File: config.mk
export PLATFORM = sky130hd
export DESIGN_NAME = serial_adder_sub
export DESIGN_NICKNAME = d
export VERILOG_FILES = /design/src/rtl/serial_adder_sub_pkg.sv /design/src/rtl/serial_adder_sub_adder_nbit.sv /design/src/rtl/serial_adder_sub.sv
export SDC_FILE = /design/constraint.sdc
export NUM_CORES = 1
export LEC_CHECK = 0
export CAP_MARGIN = 25
export CORE_MARGIN = 2
export CORE_UTILIZATION = 25
export CTS_CLUSTER_SIZE = 10
export DETAILED_ROUTE_END_ITERATION = 7
export GPL_ROUTABILITY_DRIVEN = 0
export HOLD_SLACK_MARGIN = 0.1
export PLACE_DENSITY_LB_ADDON = 0.08
export REMOVE_ABC_BUFFERS = 1
export SLEW_MARGIN = 10
export SYNTH_ARGS = -nofsm -noshare
export SYNTH_HDL_FRONTEND = slang
export SYNTH_SLANG_ARGS = --single-unit
File: constraint.sdc
create_clock -name clk -period 7.26 [get_ports clk]
set_input_delay 1.452 -clock clk [delete_from_list [all_inputs] [get_ports clk]]
set_output_delay 1.452 -clock clk [all_outputs]
set_load 0.02 [all_outputs]
File: src/rtl/serial_adder_sub_pkg.sv
// Shared ALU definitions for the multi-cycle adder/subtractor: FSM states,
// op encoding and a counter-width helper.
package serial_adder_sub_pkg;

  typedef enum logic [1:0] {
    IDLE = 2'd0,
    RUN  = 2'd1,
    DONE = 2'd2
  } state_e;

  typedef enum logic {
    ALU_ADD = 1'b0,
    ALU_SUB = 1'b1
  } alu_op_e;

  // A single-chunk operation still needs a 1-bit index register.
  function automatic int unsigned idx_width(input int unsigned n);
    return (n > 32'd1) ? $clog2(n) : 32'd1;
  endfunction

endpackage

File: src/rtl/serial_adder_sub_adder_nbit.sv
// Combinational N-bit ripple adder; also exposes the carry into its MSB so
// the caller can form the signed-overflow flag.
module adder_nbit #(
  parameter int unsigned N = 4
) (
  input  logic [N-1:0] a_i,
  input  logic [N-1:0] b_i,
  input  logic         cin_i,
  output logic [N-1:0] sum_o,
  output logic         cout_o,
  output logic         cmsb_o
);

  logic [N:0] chain;

  // Bit-serial ripple of the carry through the slice.
  always_comb begin
    chain    = '0;
    sum_o    = '0;
    chain[0] = cin_i;
    for (int i = 0; i < int'(N); i++) begin
      sum_o[i]     = a_i[i] ^ b_i[i] ^ chain[i];
      chain[i + 1] = (a_i[i] & b_i[i]) | (chain[i] & (a_i[i] ^ b_i[i]));
    end
    cout_o = chain[N];
    cmsb_o = chain[N-1];
  end

endmodule

File: src/rtl/serial_adder_sub.sv
// Multi-cycle WIDTH-bit adder/subtractor: one CHUNK-wide ripple slice is
// reused for WIDTH/CHUNK cycles, with a start/busy/done handshake.
module serial_adder_sub
  import serial_adder_sub_pkg::*;
#(
  parameter int unsigned WIDTH = 32,
  parameter int unsigned CHUNK = 4
) (
  input  logic             clk,
  input  logic             rst,
  input  logic             start,
  input  logic             sub,
  input  logic [WIDTH-1:0] num_1,
  input  logic [WIDTH-1:0] num_2,
  input  logic             c,
  output logic             busy,
  output logic             done,
  output logic [WIDTH-1:0] sum,
  output logic             carry,
  output logic             overflow,
  output logic             zero
);

  localparam int unsigned NCHUNK = WIDTH / CHUNK;
  localparam int unsigned IW     = idx_width(NCHUNK);

  generate
    if ((CHUNK < 32'd1) || (CHUNK > WIDTH) || ((WIDTH % CHUNK) != 32'd0)) begin : g_bad_params
      $error("serial_adder_sub: WIDTH must be a non-zero multiple of CHUNK");
    end
  endgenerate

  state_e            state_q, state_d;
  logic [WIDTH-1:0]  a_q, a_d;
  logic [WIDTH-1:0]  b_q, b_d;
  logic              cy_q, cy_d;
  logic [IW-1:0]     idx_q, idx_d;
  logic [WIDTH-1:0]  shadow_q, shadow_d;
  logic [WIDTH-1:0]  sum_q, sum_d;
  logic              carry_q, carry_d;
  logic              ovf_q, ovf_d;
  logic              zero_q, zero_d;
  logic              busy_q, busy_d;
  logic              done_q, done_d;

  logic [CHUNK-1:0]  sl_a, sl_b, sl_sum;
  logic              sl_cout, sl_cmsb;
  logic [WIDTH-1:0]  merged;
  logic              last_chunk;
  alu_op_e           op;

  assign op         = alu_op_e'(sub);
  assign sl_a       = a_q[idx_q * CHUNK +: CHUNK];
  assign sl_b       = b_q[idx_q * CHUNK +: CHUNK];
  assign last_chunk = (idx_q == IW'(NCHUNK - 32'd1));

  adder_nbit #(.N(CHUNK)) u_slice (
    .a_i    (sl_a),
    .b_i    (sl_b),
    .cin_i  (cy_q),
    .sum_o  (sl_sum),
    .cout_o (sl_cout),
    .cmsb_o (sl_cmsb)
  );

  // Next-state, operand capture, chunk accumulation and result commit.
  always_comb begin
    state_d  = state_q;
    a_d      = a_q;
    b_d      = b_q;
    cy_d     = cy_q;
    idx_d    = idx_q;
    shadow_d = shadow_q;
    sum_d    = sum_q;
    carry_d  = carry_q;
    ovf_d    = ovf_q;
    zero_d   = zero_q;
    busy_d   = busy_q;
    done_d   = 1'b0;
    merged   = shadow_q;
    merged[idx_q * CHUNK +: CHUNK] = sl_sum;

    case (state_q)
      IDLE, DONE: begin
        if (start) begin
          state_d = RUN;
          a_d     = num_1;
          b_d     = (op == ALU_SUB) ? ~num_2 : num_2;
          cy_d    = (op == ALU_SUB) ? 1'b1 : c;
          idx_d   = '0;
          busy_d  = 1'b1;
        end else begin
          state_d = IDLE;
          busy_d  = 1'b0;
        end
      end
      RUN: begin
        shadow_d = merged;
        cy_d     = sl_cout;
        if (last_chunk) begin
          // Busy falls and done rises on the same edge as the commit.
          state_d = DONE;
          busy_d  = 1'b0;
          done_d  = 1'b1;
          sum_d   = merged;
          carry_d = sl_cout;
          ovf_d   = sl_cmsb ^ sl_cout;
          zero_d  = (merged == '0);
        end else begin
          idx_d   = idx_q + IW'(1);
        end
      end
      default: begin
        state_d = IDLE;
        busy_d  = 1'b0;
      end
    endcase
  end

  // State and datapath registers with synchronous reset.
  always_ff @(posedge clk) begin
    if (rst) begin
      state_q  <= IDLE;
      a_q      <= '0;
      b_q      <= '0;
      cy_q     <= 1'b0;
      idx_q    <= '0;
      shadow_q <= '0;
      sum_q    <= '0;
      carry_q  <= 1'b0;
      ovf_q    <= 1'b0;
      zero_q   <= 1'b0;
      busy_q   <= 1'b0;
      done_q   <= 1'b0;
    end else begin
      state_q  <= state_d;
      a_q      <= a_d;
      b_q      <= b_d;
      cy_q     <= cy_d;
      idx_q    <= idx_d;
      shadow_q <= shadow_d;
      sum_q    <= sum_d;
      carry_q  <= carry_d;
      ovf_q    <= ovf_d;
      zero_q   <= zero_d;
      busy_q   <= busy_d;
      done_q   <= done_d;
    end
  end

  assign busy     = busy_q;
  assign done     = done_q;
  assign sum      = sum_q;
  assign carry    = carry_q;
  assign overflow = ovf_q;
  assign zero     = zero_q;

endmodule

==> summary.txt <==
Logic synthesis
  • Async set or reset register ratio after synthesis: 0%
  • Count of unique library cells instantiated by Yosys: a little under 50
  • Register bit count reported by yosys: 138
  • Instance count of the mapped netlist: 735
  • Number of warning messages in the yosys log: 0
  • Most common flop cell mapped by yosys: sky130_fd_sc_hd__dfxtp_1
  • Sequential fraction of the synthesis area: 43.0%
  • Area of the mapped netlist: 6420 µm²
  • Syn Area/Cell: 8.73 µm²
  • Number of flops mapped to enable cells by yosys: 0

Power and ir drop
  • Static Leakage: 2.77 nW
  • Sequential group share of total power: 41.9%
  • Total power per unit cell area: 239 nW/µm²
  • Maximum vdd drop: 0.132 mV
  • Switching part of the total power: 28.8%
  • Net load switching power: 0.570 mW
  • Power Internal: 1.41 mW
  • Clock share of power: 43.6%
  • Combinational share of power: 14.5%

Clocking
  • Clock tree from TritonCTS: built
  • Total CTS buffers: 17
  • Largest buffer count on any clock path: 2
  • Cell chosen for the clock root: sky130_fd_sc_hd__clkbuf_16
  • CTS H-tree depth: 4
  • Number of hold-repair buffers added at the cts stage: 0
  • Count of instances resized after the clock tree is built: 0
  • Number of sinks handled by clock tree synthesis: 138
  • Clock insertion delay at the later pin of the skew report: 0.44 ns
  • Setup repair bufs after CTS: 0
  • Clock input transition at the sequential cells of the worst setup and hold paths: about 0.060 ns

Timing
  • Final setup violating endpoints: 0
  • RSZ-0062 raised after global routing: false
  • Slew HR: 37.1%
  • Final worst path period need: 4.51 ns
  • Fmax achieved: 222 MHz
  • Number of max-slew violations in the final report: 0
  • Final count of hold timing violations: 0
  • Hold slack final: 0.450 ns
  • Final sum of negative setup slack: 0 ns
  • Final period utilization: 62.1%
  • Largest clock skew in the final design: 0.0212 ns
  • Measured slew at the worst slew-check pin: 0.944 ns

GRT
  • Global-route usage over all layers: about 13%
  • Gr ovfl total: 0
  • Maximum number of pins on one net before global-route repair: between 80 and 90
  • Number of global-route vias before repair: 5373
  • Wire length of the first global-routing pass: roughly 28 mm
  • Initial antenna violation count: 0

Drt
  • Initial DRT Pass Iterations: 4
  • Final wirelength: approximately 17 mm
  • Via total after detailed routing: 5320
  • Average wire per cell in the routed design: 15.2 µm
  • DRC violation total after the first TritonRoute iteration: 265
  • Remaining DRCs: 0
  • Drt via density: 4.65
  • Antenna-violating nets left: 0

Cells and area
  • Count of inserted antenna diode cells: 0
  • Number of non-filler instances in the completed layout: 1145
  • Final net count: 882
  • Synthesis-to-finish area growth: 28.7%
  • Finished Cell Area: approximately 8300 µm²
  • Ratio of cells with drive above 1 in the final layout: approximately 8.5%

Die
  • Starting utilization of the core area: 25.5%
  • Floorplan die height: 164 µm
  • Die area: around 27000 µm²
  • # IOs: 106
  • Die Span X: 164 µm
  • Number of cell rows: 58
  • Core box area: 25200 µm²

Place
  • Placed Instance Area: 7680 µm²
  • Dpl hpwl: 12.3 mm
  • Cell total after placement: 1113
  • # port buffers: 105

Critical path
  • Stage delay of the slowest cell on the critical path: between 0.9 and 1 ns
  • Critical Path End Type: flop
  • Required time reported for the critical path endpoint: 7.57 ns
  • Crit Path Category: flop to flop
  • Buffers & Inverters on Critical Path: 2
  • Cell breakdown of the critical path: mux4_2 > mux2i_1 > fa_1 > inv_1 > fa_1 > inv_1 > fa_1 > fa_1 > nor4b_1 > and3_1 > nor4b_1 > nand4_1 > o21ai_1
  • Crit path launch type: flop
  • Maximum net fanout on the critical path: 34
  • Gate family responsible for the most delay along the worst path: adder cells
  • Library cell appearing most often on the critical path: sky130_fd_sc_hd__fa_1
  • Slowest CP cell: sky130_fd_sc_hd__dfxtp_2
  • Arrival time of data at the critical path endpoint: 4.82 ns

Min path
  • Class of the tightest hold or removal check: flop to flop

Flow run
  • # Max-Cap Violations: 0

Status
  • Result of the run: finished clean
## path summary, 6_finish.rpt
kind | start | slack (ns) | end | cells past startpoint
worst min-delay path | a_q[9] | 0.45 | a_q[9] | 2
worst max register to register | idx_q[0] | 2.75 | zero | 13
worst min register to register | a_q[9] | 0.45 | a_q[9] | 2
worst max-delay path | idx_q[0] | 2.75 | zero | 13
## sequential cells by signal (all words and copies together) (netlist names)
| register | flops |
|---|---|
| sum | 32 |
| shadow_q | 32 |
| busy | 1 |
| cy_q | 1 |
| carry | 1 |
| zero | 1 |
| b_q | 32 |
| state_q | 1 |
| overflow | 1 |
| a_q | 32 |
| done | 1 |
| idx_q | 3 |
## synthesized netlist by cell type (all sizes together) (2+ instances only)
cell type    n  area, µm²
nor3b        3       27.5
dfxtp      138       2760
buf         22        113
o211ai       6       45.0
o311ai       3       43.8
ha           7       87.6
nand3b       3       22.5
nand2       94        353
nor2b        5       31.3
or3b         2       17.5
nor4b        4       35.0
mux2i       18        180
nand2b       6       37.5
and2         3       18.8
nor4         3       18.8
a211oi      82        616
xnor2       33        289
and4b        3       30.0
inv          7       26.3
nor3        19        100
nor2       120        450
o21ai        6       30.0
a21oi       64        320
nand3        5       25.0
mux4        16        360
or4          4       30.0
clkbuf      42        158
fa           4       80.1
## metal layers
layer | GRT usage, % | vias to the layer above | share of wire, % | routed length, µm
li1 | - | 2718 | - | -
met1 | 18.0 | 2465 | 48 | 8350
met2 | 21.3 | 117 | 47 | 8100
met3 | 3.01 | 20 | 3.7 | 649
met4 | 4.78 | 0 | 1.5 | 265
met5 | 0 | - | 0 | 0
## power groups by stage
stage	combinational [mW]	sequential, mW	clock, mW
6_report	0.287	0.828	0.863
5_1_grt	0.318	0.834	0.920
4_1_cts	0.291	0.829	0.886
3_5_place_dp	0.290	0.846	0
3_3_place_gp	0.288	0.845	0
2_1_floorplan	0.177	0.835	0
## per-stage QoR
step	setup slack [ns]	power, mW	utilization (%)
after CTS	2.69	2.01	32.8
final	2.75	1.98	32.8
after global routing	2.34	2.07	32.8
after floorplan	2.14	1.01	-
after global placement	2.76	1.13	30.5
after detailed placement	2.69	1.14	30.5
## logic make-up (layout without fill, tap and decap cells)
kind of cell / after synthesis / count (layout) / synth area share (%)
adder cells (fa/ha/maj): 11 / 11 / 2.61
buffers and inverters: 71 / 151 / 4.62
AO/OA/AOI/OAI: 168 / 168 / 17.4
XOR/XNOR: 33 / 33 / 4.50
flip-flops: 138 / 138 / 43.0
AND/OR/NAND/NOR: 279 / 279 / 19.3
multiplexers: 35 / 35 / 8.60
## worst reg2reg max path, stage by stage (launching register included)
cell and delay [ns]:
sky130_fd_sc_hd__dfxtp_2 0.95, sky130_fd_sc_hd__mux4_2 0.60, sky130_fd_sc_hd__mux2i_1 0.28, sky130_fd_sc_hd__fa_1 0.23
sky130_fd_sc_hd__inv_1 0.05, sky130_fd_sc_hd__fa_1 0.35, sky130_fd_sc_hd__inv_1 0.07, sky130_fd_sc_hd__fa_1 0.22
sky130_fd_sc_hd__fa_1 0.62, sky130_fd_sc_hd__nor4b_1 0.53, sky130_fd_sc_hd__and3_1 0.27, sky130_fd_sc_hd__nor4b_1 0.06
sky130_fd_sc_hd__nand4_1 0.09, sky130_fd_sc_hd__o21ai_1 0.07
## placed cells by master (no fill, tap or decap), types with 7 or more instances in the layout
master,synthesis,layout
sky130_fd_sc_hd__xnor2_1,33,33
sky130_fd_sc_hd__clkdlybuf4s50_1,0,103
sky130_fd_sc_hd__nor2_1,120,120
sky130_fd_sc_hd__mux4_2,16,16
sky130_fd_sc_hd__buf_4,2,8
sky130_fd_sc_hd__nor3_1,18,18
sky130_fd_sc_hd__dfxtp_1,138,137
sky130_fd_sc_hd__mux2i_1,18,18
sky130_fd_sc_hd__nand2_1,94,94
sky130_fd_sc_hd__clkbuf_16,0,17
sky130_fd_sc_hd__ha_1,7,7
sky130_fd_sc_hd__a21oi_1,64,64
sky130_fd_sc_hd__a211oi_1,82,82
## final cells by class
type	instances	area [µm²]
clock buffer	17	425
timing repair buffer	112	1100
fill	2620	16900
sequential	138	2760
multi-input combinational	526	3380
clock inverter	15	155
inverter	7	26.3
tap	330	413
Note: power is estimated with default switching activity, not from simulation.
